--- config.mk ---
export PLATFORM = sky130hd
export DESIGN_NAME = cache_line_mover
export DESIGN_NICKNAME = d
export VERILOG_FILES = /design/src/rtl/cache_pkg.sv /design/src/rtl/cache_line_mover.sv
export SDC_FILE = /design/constraint.sdc
export NUM_CORES = 1
export LEC_CHECK = 0
export ABC_AREA = 1
export CORE_MARGIN = 3
export CORE_UTILIZATION = 34
export CTS_BUF_LIST = sky130_fd_sc_hd__clkbuf_2
export DETAILED_ROUTE_END_ITERATION = 7
export PLACE_DENSITY = 0.8
export SKIP_LAST_GASP = 1
export SYNTH_ARGS = -nofsm -noshare
export SYNTH_HDL_FRONTEND = slang
export SYNTH_SLANG_ARGS = --single-unit
--- constraint.sdc ---
create_clock -name clk -period 1.35 [get_ports clk]
set_input_delay 0.135 -clock clk [delete_from_list [all_inputs] [get_ports clk]]
set_output_delay 0.135 -clock clk [all_outputs]
set_load 0.05 [all_outputs]
--- src/rtl/cache_pkg.sv ---
// -----------------------------------------------------------------------------
// cache_pkg
// Shared types and helpers for the memory-side cache line mover.
//   word_t          : one 32-bit memory word held as four bytes, byte 0 first
//   state_t         : mover FSM states (IDLE, EVICT, FILL, DONE)
//   BYTE_OFFSET_BITS: address bits that select a byte inside a word
//   block_align()   : clears the in-block offset bits of a byte address
// -----------------------------------------------------------------------------
package cache_pkg;

    localparam int BYTE_OFFSET_BITS = 2;

    typedef logic [0:3][7:0] word_t;

    typedef enum logic [1:0] {
        IDLE  = 2'd0,
        EVICT = 2'd1,
        FILL  = 2'd2,
        DONE  = 2'd3
    } state_t;

    // 'words' is a power of two, so the block size in bytes minus one is a
    // mask of exactly the offset bits.
    function automatic logic [31:0] block_align(input logic [31:0] addr,
                                                input int unsigned words);
        logic [31:0] offset_mask;
        offset_mask = (32'(words) << BYTE_OFFSET_BITS) - 32'd1;
        return addr & ~offset_mask;
    endfunction

endpackage

--- src/rtl/cache_line_mover.sv ---
// -----------------------------------------------------------------------------
// cache_line_mover
// Memory-side stage behind the write-back cache. Accepts one miss request,
// optionally writes the dirty victim block back one word per cycle, then
// refills the missed block one word at a time, streaming each fill word back
// to the cache, and finishes with a one-cycle done pulse.
//
// Parameters
//   WORDS_PER_BLOCK  : words per block (power of two, >= 2)
//   MEM_READ_LATENCY : cycles from mem_addr stable to mem_data_out valid
//                      (0 = combinational memory)
//
// Ports
//   clk, reset               : clock, asynchronous active-low reset
//   req_valid / req_ready    : miss request handshake
//   req_write_back           : victim is dirty, write it back first
//   req_evict_addr           : victim block address
//   req_fill_addr            : missed address
//   evict_word_idx/evict_data: victim word request / combinational reply
//   fill_valid, fill_word_idx, fill_data : fill word stream to the cache
//   done                     : request complete pulse
//   mem_addr, mem_data_in, mem_write_en, mem_data_out : memory pins
//
// Configuration macro
//   CACHE_CRITICAL_WORD_FIRST_EN : when defined, the fill starts at the missed
//   word and wraps around the block; otherwise it always starts at word 0.
//   Cycle counts are identical either way.
// -----------------------------------------------------------------------------
module cache_line_mover
    import cache_pkg::*;
#(
    parameter int WORDS_PER_BLOCK  = 4,
    parameter int MEM_READ_LATENCY = 1
) (
    input  logic                               clk,
    input  logic                               reset,
    input  logic                               req_valid,
    output logic                               req_ready,
    input  logic                               req_write_back,
    input  logic [31:0]                        req_evict_addr,
    input  logic [31:0]                        req_fill_addr,
    output logic [$clog2(WORDS_PER_BLOCK)-1:0] evict_word_idx,
    input  word_t                              evict_data,
    output logic                               fill_valid,
    output logic [$clog2(WORDS_PER_BLOCK)-1:0] fill_word_idx,
    output word_t                              fill_data,
    output logic                               done,
    output logic [31:0]                        mem_addr,
    output word_t                              mem_data_in,
    output logic                               mem_write_en,
    input  word_t                              mem_data_out
);

    localparam int IW = $clog2(WORDS_PER_BLOCK);
    localparam int WW = (MEM_READ_LATENCY > 0) ? $clog2(MEM_READ_LATENCY + 1) : 1;
    localparam logic [IW-1:0] LAST_WORD = IW'(WORDS_PER_BLOCK - 1);
    localparam logic [WW-1:0] LAST_WAIT = WW'(MEM_READ_LATENCY);

    state_t          r_state;
    logic [IW-1:0]   r_word_cnt;
    logic [WW-1:0]   r_wait_cnt;
    logic            r_write_back;
    logic [31:0]     r_evict_addr;
    logic [31:0]     r_fill_addr;

    logic [IW-1:0]   w_fill_start;
    logic [IW-1:0]   w_fill_idx;
    logic [31:0]     w_evict_base;
    logic [31:0]     w_fill_base;
    logic            w_fill_last_wait;

`ifdef CACHE_CRITICAL_WORD_FIRST_EN
    // Missed word comes out first; the word counter is added to it and wraps.
    assign w_fill_start = r_fill_addr[BYTE_OFFSET_BITS +: IW];
`else
    assign w_fill_start = '0;
`endif

    assign w_fill_idx       = r_word_cnt + w_fill_start;
    assign w_evict_base     = block_align(r_evict_addr, WORDS_PER_BLOCK);
    assign w_fill_base      = block_align(r_fill_addr, WORDS_PER_BLOCK);
    assign w_fill_last_wait = (r_wait_cnt == LAST_WAIT);

    // NOTE: sequential state uses non-blocking assignments so every register
    // samples the pre-edge values of the others, independent of block order.
    always_ff @(posedge clk or negedge reset) begin
        if (!reset) begin
            r_state      <= IDLE;
            r_word_cnt   <= '0;
            r_wait_cnt   <= '0;
            r_write_back <= 1'b0;
            r_evict_addr <= '0;
            r_fill_addr  <= '0;
        end else begin
            case (r_state)
                IDLE: begin
                    if (req_valid) begin
                        // Request fields are captured only here; the cache may
                        // change them freely once the request is accepted.
                        r_write_back <= req_write_back;
                        r_evict_addr <= req_evict_addr;
                        r_fill_addr  <= req_fill_addr;
                        r_word_cnt   <= '0;
                        r_wait_cnt   <= '0;
                        r_state      <= req_write_back ? EVICT : FILL;
                    end
                end
                EVICT: begin
                    r_word_cnt <= r_word_cnt + 1'b1;
                    if (r_word_cnt == LAST_WORD) begin
                        r_state <= FILL;
                    end
                end
                FILL: begin
                    if (w_fill_last_wait) begin
                        r_wait_cnt <= '0;
                        r_word_cnt <= r_word_cnt + 1'b1;
                        if (r_word_cnt == LAST_WORD) begin
                            r_state <= DONE;
                        end
                    end else begin
                        r_wait_cnt <= r_wait_cnt + 1'b1;
                    end
                end
                DONE: begin
                    r_state <= IDLE;
                end
                default: begin
                    r_state <= IDLE;
                end
            endcase
        end
    end

    // Outputs decode from registered state only (plus the two data
    // pass-throughs), so reset forces them to their idle values immediately.
    // NOTE: every output gets a default first so no path through the case
    // leaves one unassigned, which would infer a latch.
    always_comb begin
        req_ready      = 1'b0;
        evict_word_idx = '0;
        fill_valid     = 1'b0;
        fill_word_idx  = '0;
        fill_data      = mem_data_out;
        done           = 1'b0;
        mem_addr       = '0;
        mem_data_in    = '0;
        mem_write_en   = 1'b0;
        case (r_state)
            IDLE: begin
                req_ready = 1'b1;
            end
            EVICT: begin
                evict_word_idx = r_word_cnt;
                // OR instead of add: the offset never carries out of the block.
                mem_addr       = w_evict_base | (32'(r_word_cnt) << BYTE_OFFSET_BITS);
                mem_data_in    = evict_data;
                mem_write_en   = 1'b1;
            end
            FILL: begin
                mem_addr      = w_fill_base | (32'(w_fill_idx) << BYTE_OFFSET_BITS);
                fill_valid    = w_fill_last_wait;
                fill_word_idx = w_fill_idx;
            end
            DONE: begin
                done = 1'b1;
            end
            default: begin
                req_ready = 1'b0;
            end
        endcase
    end

endmodule

==> flow_summary.yaml <==
run_status:
  outcome: "complete, but fails checks"
  violations: "negative setup slack"
synth:
  synthesis.area_um2: 3550
  synth.distinct_cells: 14
  seq_area_frac_synth_pct: 43.0
  synth_warnings: 0
  syn_area_per_cell_um2: 7.14
  yosysTopAreaCell: "dfrtp_1"
  syn_inst: 497
  synth_top_area_share_pct: 43.0
  ys_ff_latch: 61
  synthTopCellsByArea: "dfrtp_1 43%, nand2_1 23%, buf_4 9.5%"
setup_path:
  cp.arrival_ns: 1.89
  critPathCaptureType: "output pin"
  rr_startpoint: "r_state[1]$_DFFE_PN0P_"
  cp-start-kind: "flop"
  r2r_setup_slack_ns: -0.21
  critPathMaxFanout: 11
  crit_type: "flop to output pin"
  regToRegEndpoint: "r_word_cnt[0]$_DFFE_PN0P_"
  startpoint: "r_state[1]$_DFFE_PN0P_"
  reg2regPathDepth: 8
  cp.required_ns: 1.22
sta:
  fmax_mhz: 494
  rsz0062_at_grt: "true"
  maxSlewViolCount: 0
  finalClockSkew_ns: 0.0224
  setup_slack_ns: -0.674
  finalHoldViolCount: 0
  setup_violations: 131
  fin_crit_sh_pct: 150
  layout_min_cycle_time_ns: 2.02
job:
  maxCapViolCount: 0
final_layout:
  fin_nets: 798
  syn2layout_area_growth_pct: 109
  fillCellCount: 650
  fin_cells: 796
  final_common_cell: "nand2_1"
  final_layout_size_suffix_gt1_share_pct: 52.3
  mostFrequentLayoutCells: "105 x nand2_1, 89 x clkdlybuf4s50_1, 85 x nand2_2"
  num_antenna_cells: 0
  fin_util_pct: 74.4
routing:
  wl_per_cell_um: 18.4
  viasPerCell: 5.01
  ant_nets: 0
  vias: 3988
  drc: 0
  routed_wirelength_um: 14600
  drt_first_iter_violations: 215
  drt-pass1-iter-count: 4
floorplanning:
  die_y_um: 108
  die_x_um: 108
  start_util_pct: 35.6
  rows: 36
  die_area_um2: 11700
  core-area_um2: 9950
  boundaryPins: 236
clocking:
  cts_sinks: 61
  cts_buffers: 9
  clk_pin_slew_ns: 0.21
  root_buffer: "clkbuf_2"
  cts_tree: "yes"
  htree_levels: 3
  clock_path_buffers: 2
  worstSkewPairLatency_ns: 0.50
grt:
  grt_pass1_vias: 3979
  gr-total-overflow: 0
  grt_usage_pct: 20.6
  grt_max_degree: 62
  antenna_found_initial: 0
  grt_first_pass_wirelength_um: 18900
power:
  p_per_area_nw_per_um2: 2390
  p_leak_nw: 3.13
  peakVddDrop_mv: 1.19
placed_design:
  dp_slack_ns: -0.173
  dp_hpwl_um: 9050
  placed_cells: 749
  port_buffers: 161
  routabilityCongestion: 0.812
min_path:
  hold_class: "primary input to async pin"
[metal layers]
| metal | up-vias | part of all wire (%) | track usage (%) |
|---|---|---|---|
| li1 | 1827 | - | - |
| met1 | 1902 | 35 | 21.4 |
| met2 | 218 | 53 | 38.9 |
| met3 | 41 | 9.6 | 6.93 |
| met4 | 0 | 2.4 | 6.22 |
| met5 | - | 0 | 0 |
[stage by stage]
step                power (mW)  area [µm²]  setup TNS [ns]  hold WS, ns
floorplan                 9.77        4240           -6.94       -0.161
global placement          12.4        6080           -4.98        0.166
detailed placement        12.6        6080           -7.50        0.175
CTS                       15.1        6570          -45.89       0.0345
global route              18.4        7400          -61.10       0.0976
finish                    17.7        7400          -49.93        0.138
[Yosys cell counts]
master / instances
inv_1: 45
conb_1: 1
clkbuf_1: 5
buf_4: 45
buf_2: 15
or2_2: 1
nand3b_1: 1
ha_1: 8
dfrtp_1: 61
a21oi_1: 30
nand2_1: 220
o21ai_0: 5
nand3_1: 59
o21bai_1: 1
[area by class of cell]
cell class / count / area (µm²) / share of cell area, %
multi-input cells: 328 / 2380 / 32.2
clock inverters: 7 / 97.6 / 1.32
repair buffers: 213 / 2880 / 38.8
well taps: 133 / 166 / 2.25
clock buffers: 9 / 45.0 / 0.608
inverters: 45 / 309 / 4.17
flip-flops and latches: 61 / 1530 / 20.6
[what timing repair did]
item,4_1_cts,5_1_grt
gates resized for setup,70,153
pin swaps,4,19
setup buffers,5,11
gates cloned,3,13
hold buffers,1,0
endpoints found under the hold margin,61,0
endpoints found under the setup margin,74,131
[worst max-delay path by stage]
stage                                   endpoint  slack (ns)  cells past startpoint
after floorplan                     mem_addr[14]       -0.13                      6
after global placement               mem_addr[8]       -0.13                      6
after detailed placement  r_state[1]$_DFFE_PN0P_       -0.17                      7
after CTS                           mem_addr[10]       -0.68                      6
after global routing                 mem_addr[7]       -0.80                      6
final                                mem_addr[6]       -0.67                      6
[sequential cells by signal, indices dropped and copies added, names as in the netlist]
register / cells
r_word_cnt: 2
r_evict_addr: 28
r_fill_addr: 28
r_state: 2
r_wait_cnt: 1
[kinds of logic (layout without fill, tap and decap cells)]
family | Yosys count | count (layout) | synth area share, %
DFF | 61 | 61 | 43.0
AOI/OAI and AO/OA | 36 | 36 | 5.15
adders and majority gates | 8 | 8 | 2.82
other | 1 | 2 | 0.106
and+or+nand+nor | 281 | 282 | 32.0
buffers and inverters | 110 | 274 | 16.9
[power by group]
group	internal [mW]	switching, mW	total [mW]
registers	2.69	0.856	3.54
logic	5.68	7.07	12.8
clock network	0.619	0.753	1.37
total	8.99	8.68	17.7
[critical path: stages, from the launching register on]
cell and delay (ns):
dfrtp_2 0.48, inv_4 0.10, ha_4 0.22, buf_12 0.16
nand2_1 0.09, a21oi_4 0.15, buf_6 0.18
No activity file was read; power rests on OpenSTA's default activity.
